$ cat src/rtl/uart_pkg.sv
// Shared UART definitions: receiver FSM states, parity sense and default baud constants.
// UART_RX_PARITY_EN adds the PARITY state to the state encoding.
package uart_pkg;

  typedef enum logic [2:0] {
    IDLE,
    START,
    DATA,
`ifdef UART_RX_PARITY_EN
    PARITY,
`endif
    STOP
  } uart_state_t;

  localparam logic PAR_EVEN = 1'b0;
  localparam logic PAR_ODD  = 1'b1;

  localparam int unsigned CLK_HZ               = 7_372_800;
  localparam int unsigned BAUD_DEFAULT         = 115_200;
  localparam int unsigned OVERSAMPLE_DEFAULT   = 16;
  localparam int unsigned CLK_PER_TICK_DEFAULT = CLK_HZ / (BAUD_DEFAULT * OVERSAMPLE_DEFAULT);

  // Received parity is bad when data XOR parity bit disagrees with the configured sense.
  function automatic logic parity_bad(input logic sense, input logic data_xor, input logic sample);
    return (data_xor ^ sample) != sense;
  endfunction

endpackage

$ cat src/rtl/uart_baud_tick.sv
// Oversample tick generator: one-clk pulse every CLK_PER_TICK cycles, realigned by restart.
// No configuration macros.
module uart_baud_tick #(
  parameter int CLK_PER_TICK = 4
) (
  input  logic clk,
  input  logic rst,
  input  logic restart,
  output logic tick
);

  localparam int CW = (CLK_PER_TICK > 1) ? $clog2(CLK_PER_TICK) : 1;
  localparam logic [CW-1:0] TC_LOAD = CW'(CLK_PER_TICK - 1);

  logic [CW-1:0] cnt;

  always_ff @(posedge clk) begin
    if (!rst) begin
      cnt <= '0;
    end else if (restart || cnt == '0) begin
      cnt <= TC_LOAD;
    end else begin
      cnt <= cnt - 1'b1;
    end
  end

  assign tick = (cnt == '0);

endmodule

$ cat src/rtl/uart_rx_param.sv
// Oversampling UART receiver with a one-deep holding register and ready/valid output.
// Define UART_RX_PARITY_EN to expect one parity bit after the data bits.
module uart_rx_param
  import uart_pkg::*;
#(
  parameter int DATA_BITS    = 8,
  parameter int OVERSAMPLE   = 16,
  parameter int CLK_PER_TICK = 4,
  parameter int STOP_BITS    = 1,
  parameter int PARITY_ODD   = 0
) (
  input  logic                 clk,
  input  logic                 rst,
  input  logic                 rx,
  output logic [DATA_BITS-1:0] dout,
  output logic                 dout_valid,
  input  logic                 dout_ready,
  output logic                 frame_err,
  output logic                 parity_err,
  output logic                 overrun,
  output logic                 busy
);

  localparam int TW = $clog2(OVERSAMPLE);
  localparam logic [TW-1:0] HALF_LOAD = TW'(OVERSAMPLE / 2 - 1);
  localparam logic [TW-1:0] FULL_LOAD = TW'(OVERSAMPLE - 1);
  localparam int BW = $clog2(DATA_BITS + 1);
  localparam logic [BW-1:0] LAST_DATA = BW'(DATA_BITS - 1);
  localparam logic [BW-1:0] LAST_STOP = BW'(STOP_BITS - 1);

  uart_state_t state, state_nxt;

  logic                 rx_s1, rx_s2, rx_prev;
  logic                 tick, restart, sample, fall;
  logic [TW-1:0]        tick_cnt;
  logic [BW-1:0]        bit_cnt;
  logic [DATA_BITS-1:0] shift_reg;
  logic                 ferr_acc;
  logic                 done;
  logic [DATA_BITS-1:0] done_word;
  logic                 done_ferr;
  logic                 done_perr;

  uart_baud_tick #(.CLK_PER_TICK(CLK_PER_TICK)) u_tick (
    .clk     (clk),
    .rst     (rst),
    .restart (restart),
    .tick    (tick)
  );

  always_ff @(posedge clk) begin
    if (!rst) begin
      rx_s1   <= 1'b1;
      rx_s2   <= 1'b1;
      rx_prev <= 1'b1;
    end else begin
      rx_s1   <= rx;
      rx_s2   <= rx_s1;
      rx_prev <= rx_s2;
    end
  end

  assign fall   = rx_prev & ~rx_s2;
  assign sample = tick && (tick_cnt == '0);
  assign busy   = (state != IDLE);

  always_ff @(posedge clk) begin
    if (!rst) state <= IDLE;
    else      state <= state_nxt;
  end

  always_comb begin
    state_nxt = state;
    restart   = 1'b0;
    unique case (state)
      IDLE: if (fall) begin
        state_nxt = START;
        restart   = 1'b1;
      end
      START: if (sample) state_nxt = rx_s2 ? IDLE : DATA;
`ifdef UART_RX_PARITY_EN
      DATA:   if (sample && bit_cnt == LAST_DATA) state_nxt = PARITY;
      PARITY: if (sample) state_nxt = STOP;
`else
      DATA:   if (sample && bit_cnt == LAST_DATA) state_nxt = STOP;
`endif
      STOP:  if (sample && bit_cnt == LAST_STOP) state_nxt = IDLE;
      default: state_nxt = IDLE;
    endcase
  end

`ifdef UART_RX_PARITY_EN
  logic perr_acc;
  localparam logic PAR_SENSE = (PARITY_ODD != 0) ? PAR_ODD : PAR_EVEN;

  always_ff @(posedge clk) begin
    if (!rst) perr_acc <= 1'b0;
    else if (state == START && sample) perr_acc <= 1'b0;
    else if (state == PARITY && sample) perr_acc <= parity_bad(PAR_SENSE, ^shift_reg, rx_s2);
  end
`else
  logic perr_acc;
  logic unused_parity_cfg;
  assign perr_acc          = 1'b0;
  assign unused_parity_cfg = (PARITY_ODD != 0);
`endif

  // Sampling datapath; the done strobe delays the holding-register load by one clk.
  always_ff @(posedge clk) begin
    if (!rst) begin
      tick_cnt  <= '0;
      bit_cnt   <= '0;
      shift_reg <= '0;
      ferr_acc  <= 1'b0;
      done      <= 1'b0;
      done_word <= '0;
      done_ferr <= 1'b0;
      done_perr <= 1'b0;
    end else begin
      done <= 1'b0;
      if (state == IDLE) begin
        if (fall) begin
          tick_cnt <= HALF_LOAD;
          bit_cnt  <= '0;
        end
      end else if (tick) begin
        tick_cnt <= (tick_cnt == '0) ? FULL_LOAD : tick_cnt - 1'b1;
      end
      if (sample) begin
        unique case (state)
          START: begin
            bit_cnt  <= '0;
            ferr_acc <= 1'b0;
          end
          DATA: begin
            shift_reg <= {rx_s2, shift_reg[DATA_BITS-1:1]};
            bit_cnt   <= (bit_cnt == LAST_DATA) ? '0 : bit_cnt + 1'b1;
          end
          STOP: begin
            if (bit_cnt == LAST_STOP) begin
              done      <= 1'b1;
              done_word <= shift_reg;
              done_ferr <= ferr_acc | ~rx_s2;
              done_perr <= perr_acc;
              bit_cnt   <= '0;
            end else begin
              ferr_acc <= ferr_acc | ~rx_s2;
              bit_cnt  <= bit_cnt + 1'b1;
            end
          end
          default: ;
        endcase
      end
    end
  end

  // Holding register: a load while full and not being accepted drops the word and flags overrun.
  always_ff @(posedge clk) begin
    if (!rst) begin
      dout       <= '0;
      dout_valid <= 1'b0;
      frame_err  <= 1'b0;
      parity_err <= 1'b0;
      overrun    <= 1'b0;
    end else if (done) begin
      if (dout_valid && !dout_ready) begin
        overrun <= 1'b1;
      end else begin
        dout       <= done_word;
        dout_valid <= 1'b1;
        frame_err  <= done_ferr;
        parity_err <= done_perr;
        overrun    <= 1'b0;
      end
    end else if (dout_valid && dout_ready) begin
      dout_valid <= 1'b0;
      frame_err  <= 1'b0;
      parity_err <= 1'b0;
      overrun    <= 1'b0;
    end
  end

endmodule

$ cat config.mk
export PLATFORM = sky130hd
export DESIGN_NAME = uart_rx_param
export DESIGN_NICKNAME = d
export VERILOG_FILES = /design/src/rtl/uart_pkg.sv /design/src/rtl/uart_baud_tick.sv /design/src/rtl/uart_rx_param.sv
export SDC_FILE = /design/constraint.sdc
export NUM_CORES = 1
export LEC_CHECK = 0
export CORE_ASPECT_RATIO = 1.5
export CORE_MARGIN = 3
export CORE_UTILIZATION = 59
export CTS_BUF_LIST = sky130_fd_sc_hd__clkbuf_2 sky130_fd_sc_hd__clkbuf_4 sky130_fd_sc_hd__clkbuf_8
export DETAILED_ROUTE_END_ITERATION = 8
export PLACE_DENSITY = 0.81
export SYNTH_ARGS = -nofsm -noshare
export SYNTH_HDL_FRONTEND = slang
export SYNTH_SLANG_ARGS = --single-unit
$ cat constraint.sdc
create_clock -name clk -period 2.3 [get_ports clk]
set_clock_uncertainty 0.2 [all_clocks]
set_input_delay 0.46 -clock clk [delete_from_list [all_inputs] [get_ports clk]]
set_output_delay 0.46 -clock clk [all_outputs]
set_load 0.05 [all_outputs]
Word level (Yosys, flattened, before mapping)

Index checks and enable logic that the tools add are counted.

Register bits after elaboration: 47
Input port bits: 4
Output and inout port bits: 13
Logic and storage cells: 88

Add/subtract/negate cells: 3
Equal/unequal tests: 10
Multiplexer cells: 31
Bitwise gates (word level): 4
Reduce and logical (&&, ||, !) cells: 23

Operators with widths:

| operator            | number |
|---|---|
| $mux 4              | 9 |
| $mux 1              | 13 |
| $mux 3              | 4 |
| $ne 2x2->1 const B  | 6 |
| $pmux 3 s4          | 1 |
| $pmux 4 s3          | 1 |
| $reduce_and 3->1    | 3 |
| $logic_not 4->1     | 2 |
| $reduce_and 2->1    | 4 |
| $eq 3x2->1 const B  | 2 |
| $reduce_bool 2->1   | 3 |
| $logic_and 1x1->1   | 5 |
| $add 4x1->4 const B | 1 |
| $eq 4x3->1 const B  | 1 |
| $mux 2              | 2 |
| $reduce_and 4->1    | 1 |
| $sub 4x1->4 const B | 1 |
| $eq 3x1->1 const B  | 1 |
| $logic_not 3->1     | 1 |
| $reduce_bool 3->1   | 1 |
| $logic_not 2->1     | 1 |
| $not 1->1           | 2 |
| $pmux 1 s2          | 1 |
| $sub 2x1->2 const B | 1 |
| other kinds (4)     | 4 |

Logic depth before layout (Yosys ltp)

Gate-level depths: netlist of run 1.

Depth in word-level cells: 6
Depth in mapped cells: 7
Depth with buffers taken out: 5

Cells and area by module

A second synthesis of run 1 with hierarchy kept.

Cell total of the unflattened synthesis: 216
Area total of the unflattened synthesis: 1,905.6 µm²

By module, submodules not included:

| module         | instances | cells each | area each (µm²) | sequential area each (µm²) |
|---|---|---|---|---|
| uart_rx_param  | 1         | 208        | 1,826.8         | 860.8 |
| uart_baud_tick | 1         | 8          | 78.8            | 40.0 |

Worst setup path before layout of run 1

No wires, ideal clock.

Kind: register to register
Start point: reg tick_cnt[0]
End point: reg bit_cnt[3]
Library setup time: 126 ps
Arrival time: 1,334 ps
Required time: 1,974 ps
Slack: 640 ps
Stages on the path, launching flop included: 8
Buffers on the path: 2
Clock period less this slack: 1,660 ps
Path through: dfxtp_1 -> inv_1 -> ha_1 -> and4bb_2 -> buf_6 -> clkbuf_8 -> nand4_1 -> o221ai_2

Cells in the longest elaborated chain, start to end: 3

RTL lines:

| element                | RTL line             | source |
|---|---|---|
| from (decl)            | uart_rx_param.sv:35  | `logic [TW-1:0] tick_cnt;` |
| from (signal assigned) | uart_rx_param.sv:127 | `tick_cnt <= (tick_cnt == '0) ? FULL_LOAD : tick_cnt - 1'b1;` |
| $logic_not 4->1        | uart_rx_param.sv:64  | `assign sample = tick && (tick_cnt == '0);` |
| $logic_and 1x1->1      | uart_rx_param.sv:64  |  |
| $mux 4                 | uart_rx_param.sv:129 | `if (sample) begin` |
| to (signal assigned)   | uart_rx_param.sv:137 | `bit_cnt <= (bit_cnt == LAST_DATA) ? '0 : bit_cnt + 1'b1;` |
| to (signal assigned)   | uart_rx_param.sv:148 | `bit_cnt <= bit_cnt + 1'b1;` |
| to (decl)              | uart_rx_param.sv:36  | `logic [BW-1:0] bit_cnt;` |

No other way between the ends.
A chain may end at the register's enable or synchronous reset.

Worst setup path in the final report of run 1

Start point: reg dout_valid
End point: out dout_valid

RTL lines:

| element                | RTL line             | source |
|---|---|---|
| from (decl)            | uart_rx_param.sv:16  | `output logic dout_valid,` |
| from (signal assigned) | uart_rx_param.sv:161 | `dout_valid <= 1'b0;` |
| from (signal assigned) | uart_rx_param.sv:170 | `dout_valid <= 1'b1;` |
| from (signal assigned) | uart_rx_param.sv:176 | `dout_valid <= 1'b0;` |

No word-level cell between the ends.

==> flow_summary.ini, run 1 <==
[status]
status = finished clean

[timing]
tns_ps = 0
final_hold_viol_count = 0
setup_viol = 0
rsz0062_at_grt = false
tightest_slew_ps = 588
period_minus_slack_ps = 2210
relSlewSlack_pct = 60.7
drv_slew = 0
setup_slack_ps = 93.3
fmax_mhz = 453
fin_crit_sh_pct = 95.9

[power_and_ir_drop]
p_leak_nw = 0.816
p_clk_share_pct = 34.7
switchingPower_mw = 0.343
p_int_mw = 1.07
ir_drop_mv = 0.431
switching_share_pct = 24.2
power_frac_seq_pct = 56.8
powerDensity_nw_per_um2 = 633
combPwrFrac_pct = 8.5

[cells_and_area]
syn2layout_area_growth_pct = 11.5
drive_gt1_share_pct = 9.96
n_antenna_cell = 0
finalNetCount = 238

[yosys]
synth_top_family_by_area = simple AND/OR/NAND/NOR gates
synth-simple-area-share_pct = 21.3
ys_top_cells_by_area = dfxtp_1 (45%), a21oi_1 (6.2%), mux2i_1 (5.0%)
synth.top_cell.area_share_pct = 44.9
synth_edf_count = 0
yosysSeqAreaShare_pct = 44.9
yosysTopAreaCell = dfxtp_1
synthMuxAreaShare_pct = 4.99
yosys_warnings = 0
synth-compound-area-share_pct = 18.7
yosysMostFrequentCell = dfxtp_1
syn_area_um2 = 2010
avgSynthCellArea_um2 = 9.12
synth_flop_cell = dfxtp_1
synth.distinct_cells = 47
syn_nets = 228
synthXorXnorAreaFrac_pct = 0
synthTopCellsByCount = dfxtp_1 (45), a21oi_1 (25), nand3_1 (20)
synth_cells = 220
synth-adder-area-share_pct = 2.50
synth_seq_cells = 45
async_flop_share_pct = 0

[setup_path]
cp_data_required_time_ps = 1640
crit_family = buffers and inverters
cp_cell_sequence = clkdlybuf4s50_1
worst_path_largest_cell_delay_ps = 840
worstReg2RegStart = tick_cnt[0]
crit_slowest_cell = clkdlybuf4s50_1
worst-setup-path-type = flip-flop to primary output
worst-path-max-fanout = 6
crit_path_end_kind = primary output
worstPathArrival_ps = 1550
worst_r2r_path_depth = 6
cp_num_cells = 1
rrSetupSlack_ps = 340
cp_num_buf_inv = 1
start_kind = flip-flop
r2r-end = done_word[0]

[die]
fp-row-count = 25
start_util_pct = 62.3
coreArea_um2 = 3220
die_h_um = 77.4
die_w_um = 53.6
die_area_um2 = 4150
io_pins = 17

[detailed_routing]
dr.pass1.iters = 5
remaining_drc_errors = 0
via_per_inst = 5.91
first_iter_violations = 41
avgRoutedWirePerCell_um = 13.8
totalWireLength_um = 3750
via_count = 1602
ant_nets = 0

[grt]
grt_remaining_overflow = 0
grt_max_degree = 21
grt_pass1_vias = 1623
antenna_found_initial = 0
track_usage_pct = 21.7
grt_pass1_wl_um = 6840

[clock_tree]
cts_setup_buffers = 0
cts_hold_buffers = 0
cts_root_buffer = clkbuf_8
clockBufferDepth = 2
numCtsBuffers = 5
htreeDepth = 2
cts_tree = done
insertion_delay_ps = 290
cts.reportedPaths.clkPinSlew_ps = 80
cts_resized = 0
clock-sinks = 45

[hold_path]
hold_path_end = rx_s2
hp-class = flip-flop to flip-flop
min_path_cells = 1
worstHoldStart = rx_s1

[placement]
gp_congestion = 0.813
hpwl_um = 2810
place_ws_ps = 304
io_buffers = 15

[run]
drv_cap = 0
-- layer usage --
| layer | vias up | wire length, um | track usage (%) |
|---|---|---|---|
| met5 | - | 0 | 0 |
| met4 | 0 | 53 | 9.46 |
| met3 | 5 | 105 | 4.03 |
| met2 | 20 | 2130 | 39.7 |
| met1 | 777 | 1470 | 22.6 |
| li1 | 800 | - | - |
-- kinds of logic (layout without fill, tap and decap cells) --
kind of cell | Yosys count | in the layout
muxes | 10 | 10
adders and majority gates | 4 | 4
buffers and inverters | 29 | 40
DFF | 45 | 45
AOI/OAI and AO/OA | 60 | 60
other | 1 | 1
and+or+nand+nor | 71 | 71
-- power by group through the flow --
stage / logic [mW] / registers [mW] / clock network [mW]
finish: 0.120 / 0.804 / 0.491
floorplan: 0.106 / 0.817 / 0
global route: 0.135 / 0.807 / 0.543
global placement: 0.115 / 0.821 / 0
CTS: 0.121 / 0.804 / 0.501
detailed placement: 0.120 / 0.822 / 0
-- final cells by class --
type | count | area [um2]
Clock inverter | 1 | 7.51
Multi-Input combinational cell | 146 | 956
Timing Repair Buffer | 19 | 190
Clock buffer | 7 | 83.8
Tap cell | 40 | 50.0
Inverter | 13 | 48.8
Sequential cell | 45 | 901
Fill cell | 258 | 985
-- worst max path at each step --
| stage | end | startpoint | slack (ps) |
|---|---|---|---|
| floorplan | bit_cnt[3] | tick_cnt[0] | 640 |
| global placement | tick_cnt[0] | rst | 400 |
| detailed placement | tick_cnt[2] | rst | 300 |
| CTS | dout_valid | dout_valid | 90 |
| global route | dout_valid | dout_valid | 30 |
| finish | dout_valid | dout_valid | 90 |
-- through the flow --
step | hold WS, ps | total power, mW | instances | area [um2] | utilization, %
floorplan | 186 | 0.923 | 220 | 2010 | -
global placement | 191 | 0.936 | 263 | 2150 | 66.6
detailed placement | 213 | 0.942 | 263 | 2150 | 66.6
CTS | 237 | 1.43 | 271 | 2240 | 69.4
global route | 261 | 1.48 | 271 | 2240 | 69.4
finish | 226 | 1.42 | 271 | 2240 | 69.4
-- placed cells by master, fill, tap and decap left out, types with 2 or more instances in the layout --
cell type / Yosys / final
nor2_1: 5 / 5
a31oi_1: 2 / 2
nor2b_1: 2 / 2
nor3_1: 3 / 3
buf_4: 2 / 4
a211oi_1: 4 / 4
mux2i_1: 10 / 10
nand2b_1: 6 / 6
clkbuf_4: 0 / 2
nand4_1: 3 / 3
ha_1: 4 / 4
inv_1: 13 / 13
nand4bb_1: 2 / 2
o21ai_0: 17 / 17
a311oi_1: 2 / 2
clkdlybuf4s50_1: 0 / 14
dfxtp_1: 45 / 45
nand2_1: 18 / 18
a21oi_1: 25 / 25
clkbuf_8: 1 / 5
nand3_1: 20 / 20
No activity file was read; power rests on OpenSTA's default activity.
==> run 2, diff against run 1 <==
CTS_CLUSTER_DIAMETER = 200   (was not set)
==> results of run 2 <==
No change in the layout: final DEF, timing and power equal those of run 1.
